==> src/rtl/mu0_phase_sequencer.sv <==
// ---------------------------------------------------------------------------
// mu0_phase_sequencer
//
// Purpose:
//   Generates the MU0 instruction-cycle phases (FETCH / EXEC1 / EXEC2) that
//   drive the control decoder. It latches the instruction word from program
//   memory into the IR and chooses the next phase from the IR opcode. It also
//   handles memory-ready stalls, stops on STP, flags illegal opcodes and
//   counts issued instructions. It sits between program memory and the
//   control decoder.
//
// Parameters:
//   CNT_W     width of o_instr_count
//   IR_RESET  IR contents after reset
//
// Ports:
//   i_clk          system clock; all state changes on the rising edge
//   i_rst          synchronous, active-high reset
//   i_run          start request, only looked at while idle
//   i_mem_rdy      i_mem_q holds a valid instruction word this cycle
//   i_mem_q        instruction word from program memory
//   i_step         single-step request (only with MU0_SINGLE_STEP_EN)
//   o_fetch        fetch phase
//   o_exec1        execute phase 1
//   o_exec2        execute phase 2 (LDA/ADD/SUB only)
//   o_op           IR[15:12], opcode to the decoder
//   o_operand      IR[11:0], address/immediate
//   o_ir_load      IR captures i_mem_q at the coming edge
//   o_halted       STP executed; core stopped until reset
//   o_illegal      sticky flag: opcode B..F reached EXEC1
//   o_instr_count  saturating count of instructions entering EXEC1
//
// Configuration:
//   MU0_SINGLE_STEP_EN  when defined, adds i_step. Each rising edge of
//                       i_step lets exactly one instruction leave FETCH.
// ---------------------------------------------------------------------------
module mu0_phase_sequencer #(
    parameter int          CNT_W    = 16,
    parameter logic [15:0] IR_RESET = 16'h0000
) (
    input  logic             i_clk,
    input  logic             i_rst,
    input  logic             i_run,
    input  logic             i_mem_rdy,
    input  logic [15:0]      i_mem_q,
`ifdef MU0_SINGLE_STEP_EN
    input  logic             i_step,
`endif
    output logic             o_fetch,
    output logic             o_exec1,
    output logic             o_exec2,
    output logic [3:0]       o_op,
    output logic [11:0]      o_operand,
    output logic             o_ir_load,
    output logic             o_halted,
    output logic             o_illegal,
    output logic [CNT_W-1:0] o_instr_count
);

    typedef enum logic [2:0] {
        IDLE    = 3'd0,
        S_FETCH = 3'd1,
        S_EXEC1 = 3'd2,
        S_EXEC2 = 3'd3,
        S_HALT  = 3'd4
    } state_t;

    localparam logic [3:0] OP_LDA = 4'h0;
    localparam logic [3:0] OP_ADD = 4'h2;
    localparam logic [3:0] OP_SUB = 4'h3;
    localparam logic [3:0] OP_STP = 4'h7;
    localparam logic [3:0] OP_FIRST_ILLEGAL = 4'hB;

    localparam logic [CNT_W-1:0] CNT_ONE = {{(CNT_W-1){1'b0}}, 1'b1};
    localparam logic [CNT_W-1:0] CNT_MAX = {CNT_W{1'b1}};

    state_t            r_state;
    state_t            w_next_state;
    logic [15:0]       r_ir;
    logic              r_fetch;
    logic              r_exec1;
    logic              r_exec2;
    logic              r_halted;
    logic              r_illegal;
    logic [CNT_W-1:0]  r_instr_count;

    logic [3:0]        w_op;
    logic              w_op_long;
    logic              w_op_stp;
    logic              w_op_illegal;
    logic              w_step_ok;
    logic              w_advance;

    assign w_op         = r_ir[15:12];
    assign w_op_long    = (w_op == OP_LDA) || (w_op == OP_ADD) || (w_op == OP_SUB);
    assign w_op_stp     = (w_op == OP_STP);
    assign w_op_illegal = (w_op >= OP_FIRST_ILLEGAL);

`ifdef MU0_SINGLE_STEP_EN
    // Single-step gate: a rising edge of i_step arms r_step_req, and the
    // FETCH advance consumes it. An edge arriving in the very cycle of the
    // advance wins over the clear so that step is not lost.
    logic r_step_d;
    logic r_step_req;
    logic w_step_edge;

    assign w_step_edge = i_step & ~r_step_d;
    assign w_step_ok   = r_step_req;

    always_ff @(posedge i_clk) begin
        if (i_rst) begin
            r_step_d   <= 1'b0;
            r_step_req <= 1'b0;
        end else begin
            r_step_d <= i_step;
            if (w_step_edge) begin
                r_step_req <= 1'b1;
            end else if (w_advance) begin
                r_step_req <= 1'b0;
            end
        end
    end
`else
    assign w_step_ok = 1'b1;
`endif

    // A fetch completes (and the IR loads) only when memory has the word and,
    // in single-step builds, a step has been requested.
    assign w_advance = r_fetch & i_mem_rdy & w_step_ok;

    // Next-phase selection. EXEC1 branches on the opcode held in the IR;
    // illegal opcodes simply return to FETCH like a NOP.
    always_comb begin
        w_next_state = r_state;
        case (r_state)
            IDLE: begin
                if (i_run) begin
                    w_next_state = S_FETCH;
                end
            end
            S_FETCH: begin
                if (w_advance) begin
                    w_next_state = S_EXEC1;
                end
            end
            S_EXEC1: begin
                if (w_op_stp) begin
                    w_next_state = S_HALT;
                end else if (w_op_long) begin
                    w_next_state = S_EXEC2;
                end else begin
                    w_next_state = S_FETCH;
                end
            end
            S_EXEC2: begin
                w_next_state = S_FETCH;
            end
            S_HALT: begin
                w_next_state = S_HALT;
            end
            default: begin
                w_next_state = IDLE;
            end
        endcase
    end

    // Phase register. The phase outputs are registered copies decoded from
    // the next state so they line up with r_state without extra logic depth.
    always_ff @(posedge i_clk) begin
        if (i_rst) begin
            r_state  <= IDLE;
            r_fetch  <= 1'b0;
            r_exec1  <= 1'b0;
            r_exec2  <= 1'b0;
            r_halted <= 1'b0;
        end else begin
            r_state  <= w_next_state;
            r_fetch  <= (w_next_state == S_FETCH);
            r_exec1  <= (w_next_state == S_EXEC1);
            r_exec2  <= (w_next_state == S_EXEC2);
            r_halted <= (w_next_state == S_HALT);
        end
    end

    // Instruction register: holds its value through stalls and through the
    // execute phases until the next completed fetch.
    always_ff @(posedge i_clk) begin
        if (i_rst) begin
            r_ir <= IR_RESET;
        end else if (w_advance) begin
            r_ir <= i_mem_q;
        end
    end

    // Issued-instruction counter, saturating at all-ones.
    always_ff @(posedge i_clk) begin
        if (i_rst) begin
            r_instr_count <= '0;
        end else if (w_advance && (r_instr_count != CNT_MAX)) begin
            r_instr_count <= r_instr_count + CNT_ONE;
        end
    end

    // Sticky illegal-opcode flag; it rises on the edge that leaves EXEC1.
    always_ff @(posedge i_clk) begin
        if (i_rst) begin
            r_illegal <= 1'b0;
        end else if ((r_state == S_EXEC1) && w_op_illegal) begin
            r_illegal <= 1'b1;
        end
    end

    assign o_fetch       = r_fetch;
    assign o_exec1       = r_exec1;
    assign o_exec2       = r_exec2;
    assign o_halted      = r_halted;
    assign o_illegal     = r_illegal;
    assign o_instr_count = r_instr_count;
    assign o_op          = r_ir[15:12];
    assign o_operand     = r_ir[11:0];
    assign o_ir_load     = w_advance;

endmodule

==> config.mk <==
export PLATFORM = sky130hd
export DESIGN_NAME = mu0_phase_sequencer
export DESIGN_NICKNAME = d
export VERILOG_FILES = /design/src/rtl/mu0_phase_sequencer.sv
export SDC_FILE = /design/constraint.sdc
export NUM_CORES = 1
export LEC_CHECK = 0
export CAP_MARGIN = 20
export CORE_AREA = 2 2 78 80
export CTS_BUF_LIST = sky130_fd_sc_hd__clkbuf_8
export DETAILED_ROUTE_END_ITERATION = 8
export DIE_AREA = 0 0 80 82
export SYNTH_ARGS = -nofsm -noshare
export SYNTH_HDL_FRONTEND = slang
export SYNTH_SLANG_ARGS = --single-unit
==> constraint.sdc <==
create_clock -name i_clk -period 4.85 [get_ports i_clk]
set_clock_uncertainty 0.1 [all_clocks]
set_input_delay 0.7275 -clock i_clk [delete_from_list [all_inputs] [get_ports i_clk]]
set_output_delay 0.7275 -clock i_clk [all_outputs]
set_load 0.02 [all_outputs]
== Word-level counts from Yosys, hierarchy flattened ==
Cells that the tools add are included.

* Bits in registers: 40
* Logic and storage cells: 34

* Mux-type cells: 5
* Bitwise operators: 1
* Equality and inequality tests: 12
* Order comparisons: 1
* Reduce and logical (&&, ||, !) cells: 6
* $add $sub $neg: 1

{| class="wikitable"
|+ Operator list
! operator !! number
|-
| adder 16 x 1 -> 16 bit, second input constant || 1
|-
| != test 16 bit, second input constant || 1
|-
| one-hot mux 3 bit (5 select lines) || 1
|-
| == test 3 x 2 -> 1 bit, second input constant || 4
|-
| two-way mux 3 bit || 3
|-
| == test 4 x 2 -> 1 bit, second input constant || 2
|-
| == test 3 x 1 -> 1 bit, second input constant || 2
|-
| == test 3 bit, second input constant || 2
|-
| == test 4 x 3 -> 1 bit, second input constant || 1
|-
| >= comparator 4 bit, second input constant || 1
|-
| logical NOT 4 bit || 1
|-
| logical NOT 3 bit || 1
|-
| logical AND 1 bit || 2
|-
| logical OR 1 bit || 2
|-
| two-way mux 2 bit || 1
|-
| bitwise AND 1 bit || 1
|}

== Longest topological paths before layout ==
Gate-level depths: netlist (run 1).

* Depth after elaboration: 7
* Depth in mapped cells: 6

== Least setup slack after synthesis (run 1) ==
No wires, ideal clock.

* Path kind: input -> output
* Start: input port i_mem_rdy
* End: output port o_ir_load
* Arrival: 1.592 ns
* Path buffers: 2
* Stages on the path: 4
* Required time: 4.023 ns
* Slack: 2.431 ns
* Path through: nand2_1 -> inv_1 -> clkbuf_1 -> buf_1

* Cells in the longest elaborated chain, start to end: 1

{| class="wikitable"
|+ RTL lines
! element !! RTL line !! text
|-
| start, declared || 44 || <nowiki>input logic i_mem_rdy,</nowiki>
|-
| bitwise AND 1 bit || 129 || <nowiki>assign w_advance = r_fetch & i_mem_rdy & w_step_ok;</nowiki>
|-
| end, declared || 54 || <nowiki>output logic o_ir_load,</nowiki>
|}

No other way between the ends.

== Final worst setup path (run 1) ==
Same ends and word-level chain as after synthesis.

==> report_table.html, run 1 <==
<table>
<tr><th>Metric</th><th>Value</th></tr>
<tr><th colspan="2">Finish</th></tr>
<tr><td>Count of placed standard cells in the final layout, fillers left out</td><td>between 300 and 400</td></tr>
<tr><td>Most used cells in the layout excluding fill and tap cells</td><td>57 x sky130_fd_sc_hd__clkdlybuf4s50_1, 40 x sky130_fd_sc_hd__nand2_1, 40 x sky130_fd_sc_hd__dfxtp_1</td></tr>
<tr><td>Nets</td><td>approximately 290</td></tr>
<tr><td>Post-layout util</td><td>0.423</td></tr>
<tr><td>Count of fill cells added during filler insertion</td><td>roughly 600</td></tr>
<tr><td>Diodes inserted</td><td>0</td></tr>
<tr><td>Proportion of layout cells with a drive suffix above 1</td><td>0.0568</td></tr>
<tr><td>Area added between synthesis and finish</td><td>44.2%</td></tr>
<tr><td>Most common library cell in the layout ignoring fill and taps</td><td>sky130_fd_sc_hd__clkdlybuf4s50_1</td></tr>
<tr><th colspan="2">Floorplan</th></tr>
<tr><td>Placement Rows</td><td>28</td></tr>
<tr><td>Die footprint</td><td>roughly 0.0066 mm²</td></tr>
<tr><td>Starting density of the core</td><td>0.293</td></tr>
<tr><td>Std-Cell Core Area</td><td>around 0.0057 mm²</td></tr>
<tr><td>Floorplan die height</td><td>82 µm</td></tr>
<tr><td>Top-level I/O count</td><td>58</td></tr>
<tr><td>Die X-Extent</td><td>approximately 80 µm</td></tr>
<tr><th colspan="2">Power and ir drop</th></tr>
<tr><td>Psw</td><td>about 160 µW</td></tr>
<tr><td>Tot Pwr</td><td>around 660 µW</td></tr>
<tr><td>Clock group share of total power</td><td>0.361</td></tr>
<tr><td>Logic pwr share</td><td>0.116</td></tr>
<tr><td>Peak ir drop on the vdd network</td><td>between 0.15 and 0.2 mV</td></tr>
<tr><td>Sequential share of power</td><td>0.523</td></tr>
<tr><td>Leak pwr</td><td>0.000813 µW</td></tr>
<tr><td>Internal cell power</td><td>approximately 500 µW</td></tr>
<tr><td>Sw frac</td><td>0.242</td></tr>
<tr><td>Power density over the cells</td><td>~270 mW/mm²</td></tr>
<tr><th colspan="2">Clock network</th></tr>
<tr><td>Clock root cell</td><td>sky130_fd_sc_hd__clkbuf_8</td></tr>
<tr><td>Clock latency on the worst-skew pair</td><td>0.29 ns</td></tr>
<tr><td>Hold buffer count at cts</td><td>0</td></tr>
<tr><td>Buffer levels on the longest clock path</td><td>2</td></tr>
<tr><td>CTS tree</td><td>yes</td></tr>
<tr><td>Postcts setup bufs</td><td>0</td></tr>
<tr><td>Post-cts repair resize count</td><td>0</td></tr>
<tr><td>Number of H-tree branching levels</td><td>2</td></tr>
<tr><td># clock sinks</td><td>40</td></tr>
<tr><td>Clock transition time at the flip-flop clock pins of the worst setup and hold paths</td><td>approximately 0.07 ns</td></tr>
<tr><td>Number of buffers created by CTS</td><td>5</td></tr>
<tr><th colspan="2">Timing</th></tr>
<tr><td>Setup TNS</td><td>0 ns</td></tr>
<tr><td>Count of pins over their slew limit</td><td>0</td></tr>
<tr><td>RSZ-0062 raised after global routing</td><td>no</td></tr>
<tr><td>Maximum operating frequency</td><td>about 300 MHz</td></tr>
<tr><td>Final Hold Viols</td><td>0</td></tr>
<tr><td>Worst slack on hold paths</td><td>0.357 ns</td></tr>
<tr><td>Final critical delay including setup and external delays</td><td>around 3.3 ns</td></tr>
<tr><td>Tightest Pin Transition</td><td>just over 0.8 ns</td></tr>
<tr><td>Final setup violating endpoints</td><td>0</td></tr>
<tr><td>Fraction of the cycle the final worst path needs</td><td>0.691</td></tr>
<tr><td>Normalized max-slew margin</td><td>0.444</td></tr>
<tr><th colspan="2">Yosys</th></tr>
<tr><td>Total of flip-flops plus latches after synthesis</td><td>40</td></tr>
<tr><td>Yosys top cell area share</td><td>0.475</td></tr>
<tr><td>Total nets after synthesis</td><td>228</td></tr>
<tr><td>Biggest area contributors in the synthesized netlist</td><td>sky130_fd_sc_hd__dfxtp_1 48%, sky130_fd_sc_hd__nand2_1 8.9%, sky130_fd_sc_hd__a21oi_1 8.6%, sky130_fd_sc_hd__nor2_1 3.3%, sky130_fd_sc_hd__nand4_1 2.6%</td></tr>
<tr><td>Sequential area share after synthesis</td><td>0.475</td></tr>
<tr><td>Syn_area_per_cell</td><td>approximately 8.1 µm²</td></tr>
<tr><td>Prevailing post-synth register cell</td><td>sky130_fd_sc_hd__dfxtp_1</td></tr>
<tr><td>Summed instance area of the synthesized netlist</td><td>around 0.0017 mm²</td></tr>
<tr><td>Most area-hungry cell type in the Yosys netlist</td><td>sky130_fd_sc_hd__dfxtp_1</td></tr>
<tr><td>Number of enable flip-flop cells after synthesis</td><td>0</td></tr>
<tr><td>Count of unique library cells instantiated by Yosys</td><td>36</td></tr>
<tr><td>Async set-or-reset flop fraction in the synthesized netlist</td><td>0</td></tr>
<tr><td>Gate count of the mapped netlist</td><td>207</td></tr>
<tr><td>Synth warnings</td><td>0</td></tr>
<tr><th colspan="2">Placed design</th></tr>
<tr><td>Port bufs</td><td>57</td></tr>
<tr><td>DP Wirelength</td><td>about 3000 µm</td></tr>
<tr><td>Number of placed instances with taps included</td><td>approximately 330</td></tr>
<tr><td>Final GP Congestion</td><td>between 0.7 and 0.8</td></tr>
<tr><th colspan="2">Detailed routing</th></tr>
<tr><td>Count of routing violations after the opening detailed-route iteration</td><td>98</td></tr>
<tr><td>Total vias in the final route</td><td>between 1500 and 2000</td></tr>
<tr><td>Routed Antenna Nets</td><td>0</td></tr>
<tr><td>Detailed-route wire length per cell</td><td>between 10 and 15 µm</td></tr>
<tr><td>Routed WL</td><td>between 4000 and 5000 µm</td></tr>
<tr><td>Number of remaining DRC errors</td><td>0</td></tr>
<tr><td>Number of vias per cell</td><td>roughly 5.0</td></tr>
<tr><td>Pre-antenna DRT Iters</td><td>4</td></tr>
<tr><th colspan="2">GRT</th></tr>
<tr><td>Total congestion overflow</td><td>0</td></tr>
<tr><td>First-pass GRT wire length</td><td>6890 µm</td></tr>
<tr><td>Initial antenna violation count</td><td>0</td></tr>
<tr><td>Vias in the first global route</td><td>around 1500</td></tr>
<tr><td>Largest net degree at the start of global routing</td><td>24</td></tr>
<tr><td>GRT Util Overall</td><td>0.132</td></tr>
<tr><th colspan="2">Worst setup path</th></tr>
<tr><td>Worst path arrival time</td><td>roughly 2.5 ns</td></tr>
<tr><td>Critical path capture point type</td><td>output pin</td></tr>
<tr><td>Startpoint type of the worst setup path</td><td>input port</td></tr>
<tr><td>Data required time at the worst endpoint</td><td>4.02 ns</td></tr>
<tr><td>WS Path Type</td><td>in -&gt; out</td></tr>
<tr><td>Top fanout value on the critical path</td><td>20</td></tr>
<tr><th colspan="2">Run status</th></tr>
<tr><td>Outcome</td><td>completed</td></tr>
<tr><th colspan="2">Job</th></tr>
<tr><td>Number of maximum-capacitance violations</td><td>0</td></tr>
<tr><th colspan="2">Hold path</th></tr>
<tr><td>Class of the most critical hold timing path</td><td>reg -&gt; reg</td></tr>
</table>
## cell usage after synthesis, types with 2 or more instances
cell / count
sky130_fd_sc_hd__o41ai_1: 2
sky130_fd_sc_hd__buf_1: 2
sky130_fd_sc_hd__o31ai_1: 2
sky130_fd_sc_hd__mux2_2: 2
sky130_fd_sc_hd__a211oi_1: 5
sky130_fd_sc_hd__nor4_1: 3
sky130_fd_sc_hd__or3_1: 7
sky130_fd_sc_hd__a21oi_1: 29
sky130_fd_sc_hd__nor3_1: 4
sky130_fd_sc_hd__nor2_1: 15
sky130_fd_sc_hd__nand4_1: 7
sky130_fd_sc_hd__dfxtp_1: 40
sky130_fd_sc_hd__inv_1: 4
sky130_fd_sc_hd__or4_1: 4
sky130_fd_sc_hd__nor2b_1: 5
sky130_fd_sc_hd__nand2_1: 40
sky130_fd_sc_hd__o21ai_0: 7
sky130_fd_sc_hd__nand3_1: 5
sky130_fd_sc_hd__clkbuf_1: 7
## final timing paths
path | cells after the start | startpoint | slack, ns | to
worst max register to register | 6 | o_fetch | 2.36 | o_instr_count[9]
worst min-delay path | 2 | r_ir[1] | 0.36 | r_ir[1]
worst max-delay path | 4 | i_mem_rdy | 1.50 | o_ir_load
worst min register to register | 2 | r_ir[1] | 0.36 | r_ir[1]
## worst max-delay path, stage by stage
cell and delay, ns:
sky130_fd_sc_hd__clkdlybuf4s50_1 0.53, sky130_fd_sc_hd__nand2_1 0.43, sky130_fd_sc_hd__inv_1 0.20, sky130_fd_sc_hd__clkdlybuf4s50_1 0.63
## final cells by class
cell class,count,area (µm²),area share
clock buffers,7,96.3,0.0396
inverters,4,15.0,0.00618
multi-input cells,153,831,0.342
flip-flops and latches,40,801,0.330
well taps,75,93.8,0.0386
repair buffers,60,593,0.244
## per-stage QoR
| stage | cell area (µm²) | worst slack, ns |
|---|---|---|
| final | 2430 | 1.50 |
| after global routing | 2430 | 1.37 |
| after CTS | 2430 | 1.48 |
| after detailed placement | 2330 | 1.49 |
| after global placement | 2330 | 1.51 |
| after floorplan | 1690 | 2.43 |
## flip-flops by register name, summed over array words and instances (netlist names)
signal and cells:
o_fetch 1, o_instr_count 16, o_exec1 1, o_illegal 1
r_state 3, o_halted 1, r_ir 16, o_exec2 1
## power by group through the flow
stage	combinational [µW]	sequential, µW	clock, µW
floorplan	27.0	363	0
global placement	76.7	355	0
detailed placement	77.7	355	0
CTS	77.9	347	246
global route	83.6	349	259
finish	76.9	347	239
## layer usage
metal | GRT usage | wire length [µm]
met2 | 0.213 | 1970
met4 | 0.0508 | 68
met5 | 0 | 0
met1 | 0.168 | 2020
met3 | 0.0363 | 201
## logic make-up after synthesis
kind of cell / count (synthesis) / share of synthesized area
and+or+nand+nor: 97 / 0.284
AOI/OAI and AO/OA: 52 / 0.183
DFF: 40 / 0.475
buffers and inverters: 14 / 0.0319
muxes: 3 / 0.0193
adders and majority gates: 1 / 0.00742
No activity file was read; power rests on OpenSTA's default activity.
==> run 2: changes to the inputs <==
clock period = 3.05 ns   (was 4.85 ns; I/O delays follow)
==> run 2 against run 1 <==
Cell count increased by 1.2%. Design area increased by 0.77%. Sequential cell count unchanged. Critical path type unchanged. Critical endpoint unchanged. Largest power group unchanged. Highest routed layer unchanged.
==> report_table.html, run 2 (synthesized netlist as in run 1, its figures left out) <==
<table>
<tr><th>Metric</th><th>Value</th></tr>
<tr><th colspan="2">Finish</th></tr>
<tr><td>Nets</td><td>288 (+1.1%)</td></tr>
<tr><td>Area added between synthesis and finish</td><td>45.3%</td></tr>
<tr><td>Diodes inserted</td><td>0 (unchanged)</td></tr>
<tr><td>Count of fill cells added during filler insertion</td><td>600 (-0.33%)</td></tr>
<tr><td>Design area</td><td>0.00245 mm² (+0.77%)</td></tr>
<tr><td>Proportion of layout cells with a drive suffix above 1</td><td>0.0709 (+0.0141)</td></tr>
<tr><td>Most used cells in the layout excluding fill and tap cells</td><td>57 x sky130_fd_sc_hd__clkdlybuf4s50_1, 40 x sky130_fd_sc_hd__nand2_1, 40 x sky130_fd_sc_hd__dfxtp_1</td></tr>
<tr><td>Most common library cell in the layout ignoring fill and taps</td><td>sky130_fd_sc_hd__clkdlybuf4s50_1</td></tr>
<tr><th colspan="2">GRT</th></tr>
<tr><td>Initial antenna violation count</td><td>0 (unchanged)</td></tr>
<tr><td>First-pass GRT wire length</td><td>7230 µm (+5.0%)</td></tr>
<tr><td>Total congestion overflow</td><td>0 (unchanged)</td></tr>
<tr><td>GRT Util Overall</td><td>0.142 (+0.00997)</td></tr>
<tr><td>Vias in the first global route</td><td>1544 (+4.0%)</td></tr>
<tr><td>Largest net degree at the start of global routing</td><td>25 (+4.2%)</td></tr>
<tr><th colspan="2">Worst setup path</th></tr>
<tr><td>Slack of the worst reg-to-reg path</td><td>0.76 ns (-1.60 ns)</td></tr>
<tr><td>Worst r2r dst</td><td>o_instr_count[14]</td></tr>
<tr><td>Worst path arrival time</td><td>1.86 ns (-0.66 ns)</td></tr>
<tr><td>Critical R2R Launch</td><td>o_instr_count[0]</td></tr>
<tr><td>Data required time at the worst endpoint</td><td>2.49 ns (-1.53 ns)</td></tr>
<tr><td>Critical path capture point type</td><td>output pin</td></tr>
<tr><td>Startpoint type of the worst setup path</td><td>input port</td></tr>
<tr><td>Top fanout value on the critical path</td><td>4 (-80%)</td></tr>
<tr><td>R2R cell count</td><td>5 (-1)</td></tr>
<tr><td>WS Path Type</td><td>in -&gt; out</td></tr>
<tr><th colspan="2">Clock network</th></tr>
<tr><td>Post-cts repair resize count</td><td>0 (unchanged)</td></tr>
<tr><td>CTS tree</td><td>yes</td></tr>
<tr><td>Number of H-tree branching levels</td><td>2 (unchanged)</td></tr>
<tr><td>Postcts setup bufs</td><td>0 (unchanged)</td></tr>
<tr><td>Hold buffer count at cts</td><td>0 (unchanged)</td></tr>
<tr><td>Clock root cell</td><td>sky130_fd_sc_hd__clkbuf_8</td></tr>
<tr><td>Clock transition time at the flip-flop clock pins of the worst setup and hold paths</td><td>0.08 ns (about the same)</td></tr>
<tr><td># clock sinks</td><td>40 (unchanged)</td></tr>
<tr><td>Number of buffers created by CTS</td><td>5 (unchanged)</td></tr>
<tr><td>Clock latency on the worst-skew pair</td><td>0.30 ns (about the same)</td></tr>
<tr><td>Buffer levels on the longest clock path</td><td>2 (unchanged)</td></tr>
<tr><th colspan="2">Timing</th></tr>
<tr><td>Final Hold Viols</td><td>0 (unchanged)</td></tr>
<tr><td>Fraction of the cycle the final worst path needs</td><td>0.793</td></tr>
<tr><td>Tightest Pin Transition</td><td>0.858 ns (+0.0268 ns)</td></tr>
<tr><td>RSZ-0062 raised after global routing</td><td>no</td></tr>
<tr><td>Normalized max-slew margin</td><td>0.426 (-0.0179)</td></tr>
<tr><td>Count of pins over their slew limit</td><td>0 (unchanged)</td></tr>
<tr><td>Final critical delay including setup and external delays</td><td>2.42 ns</td></tr>
<tr><td>Final setup violating endpoints</td><td>0 (unchanged)</td></tr>
<tr><td>Setup TNS</td><td>0 ns (unchanged)</td></tr>
<tr><td>Maximum operating frequency</td><td>roughly 410 MHz</td></tr>
<tr><td>Final WS setup</td><td>0.632 ns (-0.868 ns)</td></tr>
<tr><th colspan="2">Placed design</th></tr>
<tr><td>DP Wirelength</td><td>3100 µm (+2.7%)</td></tr>
<tr><td>Port bufs</td><td>57 (unchanged)</td></tr>
<tr><td>Post-placement worst setup slack</td><td>0.507 ns (-0.980 ns)</td></tr>
<tr><td>Final GP Congestion</td><td>0.787 (+0.94%)</td></tr>
<tr><td>Placed Area</td><td>0.00236 mm² (+0.97%)</td></tr>
<tr><th colspan="2">Hold path</th></tr>
<tr><td>Class of the most critical hold timing path</td><td>reg -&gt; reg</td></tr>
<tr><td>Hold path start</td><td>r_ir[10]</td></tr>
<tr><td>Endpoint of the worst hold-timing path</td><td>r_ir[10]</td></tr>
<tr><td>Worst hold path cell count</td><td>2 (unchanged)</td></tr>
<tr><th colspan="2">Detailed routing</th></tr>
<tr><td>Count of routing violations after the opening detailed-route iteration</td><td>74 (-24%)</td></tr>
<tr><td>Routed WL</td><td>4320 µm (+1.3%)</td></tr>
<tr><td>Total vias in the final route</td><td>1708 (+0.59%)</td></tr>
<tr><td>Pre-antenna DRT Iters</td><td>4 (unchanged)</td></tr>
<tr><td>Detailed-route wire length per cell</td><td>12.6 µm (+0.13%)</td></tr>
<tr><td>Number of remaining DRC errors</td><td>0 (unchanged)</td></tr>
<tr><td>Number of vias per cell</td><td>4.98 (-0.58%)</td></tr>
<tr><td>Routed Antenna Nets</td><td>0 (unchanged)</td></tr>
<tr><th colspan="2">Power and ir drop</th></tr>
<tr><td>Logic pwr share</td><td>0.120 (+0.004)</td></tr>
<tr><td>Internal cell power</td><td>781 µW (+55%)</td></tr>
<tr><td>Clock group share of total power</td><td>0.355 (-0.006)</td></tr>
<tr><td>Leak pwr</td><td>0.000828 µW (+1.9%)</td></tr>
<tr><td>Psw</td><td>270 µW (+68%)</td></tr>
<tr><td>Sequential share of power</td><td>0.525 (+0.002)</td></tr>
<tr><td>Power density over the cells</td><td>429 mW/mm² (+57%)</td></tr>
<tr><td>Peak ir drop on the vdd network</td><td>0.209 mV (+26%)</td></tr>
<tr><td>Sw frac</td><td>0.257 (+0.0146)</td></tr>
<tr><th colspan="2">Job</th></tr>
<tr><td>Number of maximum-capacitance violations</td><td>0 (unchanged)</td></tr>
<tr><th colspan="2">Floorplan</th></tr>
<tr><td>Std-Cell Core Area</td><td>0.00575 mm² (unchanged)</td></tr>
<tr><td>Die footprint</td><td>0.00656 mm² (unchanged)</td></tr>
<tr><td>Placement Rows</td><td>28 (unchanged)</td></tr>
<tr><td>Floorplan die height</td><td>82 µm (unchanged)</td></tr>
<tr><td>Die X-Extent</td><td>80 µm (unchanged)</td></tr>
<tr><td>Starting density of the core</td><td>0.293 (unchanged)</td></tr>
<tr><td>Top-level I/O count</td><td>58 (unchanged)</td></tr>
<tr><th colspan="2">Run status</th></tr>
<tr><td>Outcome</td><td>completed</td></tr>
</table>
-- run 2: worst max-delay path, stage by stage --
cell	delay, ns
sky130_fd_sc_hd__clkdlybuf4s50_1	0.57
sky130_fd_sc_hd__nand2_1	0.09
sky130_fd_sc_hd__inv_1	0.11
sky130_fd_sc_hd__clkdlybuf4s50_1	0.63
-- run 2: power by group through the flow --
stage          Sequential [µW]  Combinational [µW]  Clock (µW)
2_1_floorplan              577                42.9           0
3_3_place_gp               564                 126           0
3_5_place_dp               564                 127           0
4_1_cts                    552                 128         382
5_1_grt                    555                 139         405
6_report                   552                 126         373
-- run 2: metal layers --
layer  GRT usage  vias up  share of wire
met5           0        -              0
met4      0.0627        0          0.018
met3      0.0429        8          0.061
met2       0.221       44           0.46
met1       0.181      790           0.46
li1            -      866              -
-- run 2: area by class of cell --
class	instances	area [µm²]	area share
multi-input cells	153	831	0.339
flip-flops and latches	40	801	0.327
repair buffers	63	616	0.251
well taps	75	93.8	0.0383
clock buffers	6	82.6	0.0337
inverters	4	15.0	0.00613
clock inverters	2	10.0	0.00409
-- run 2: per-stage QoR --
| stage | utilization | hold WS [ns] | cells | total power [µW] |
|---|---|---|---|---|
| CTS | 0.426 | 0.360 | 343 | 1060 |
| detailed placement | 0.410 | 0.349 | 335 | 691 |
| finish | 0.426 | 0.357 | 343 | 1050 |
| global route | 0.426 | 0.376 | 343 | 1100 |
| global placement | 0.410 | 0.342 | 335 | 690 |
| floorplan | - | 0.398 | 207 | 620 |
-- run 2: worst max path at each step --
stage | startpoint | endpoint | slack (ns)
2_1_floorplan | o_instr_count[0] | o_instr_count[14] | 0.88
3_3_place_gp | i_mem_rdy | o_instr_count[9] | 0.58
4_1_cts | i_mem_rdy | o_ir_load | 0.65
6_report | i_mem_rdy | o_ir_load | 0.63
5_1_grt | o_instr_count[0] | o_instr_count[14] | 0.53
3_5_place_dp | i_mem_rdy | o_instr_count[9] | 0.51
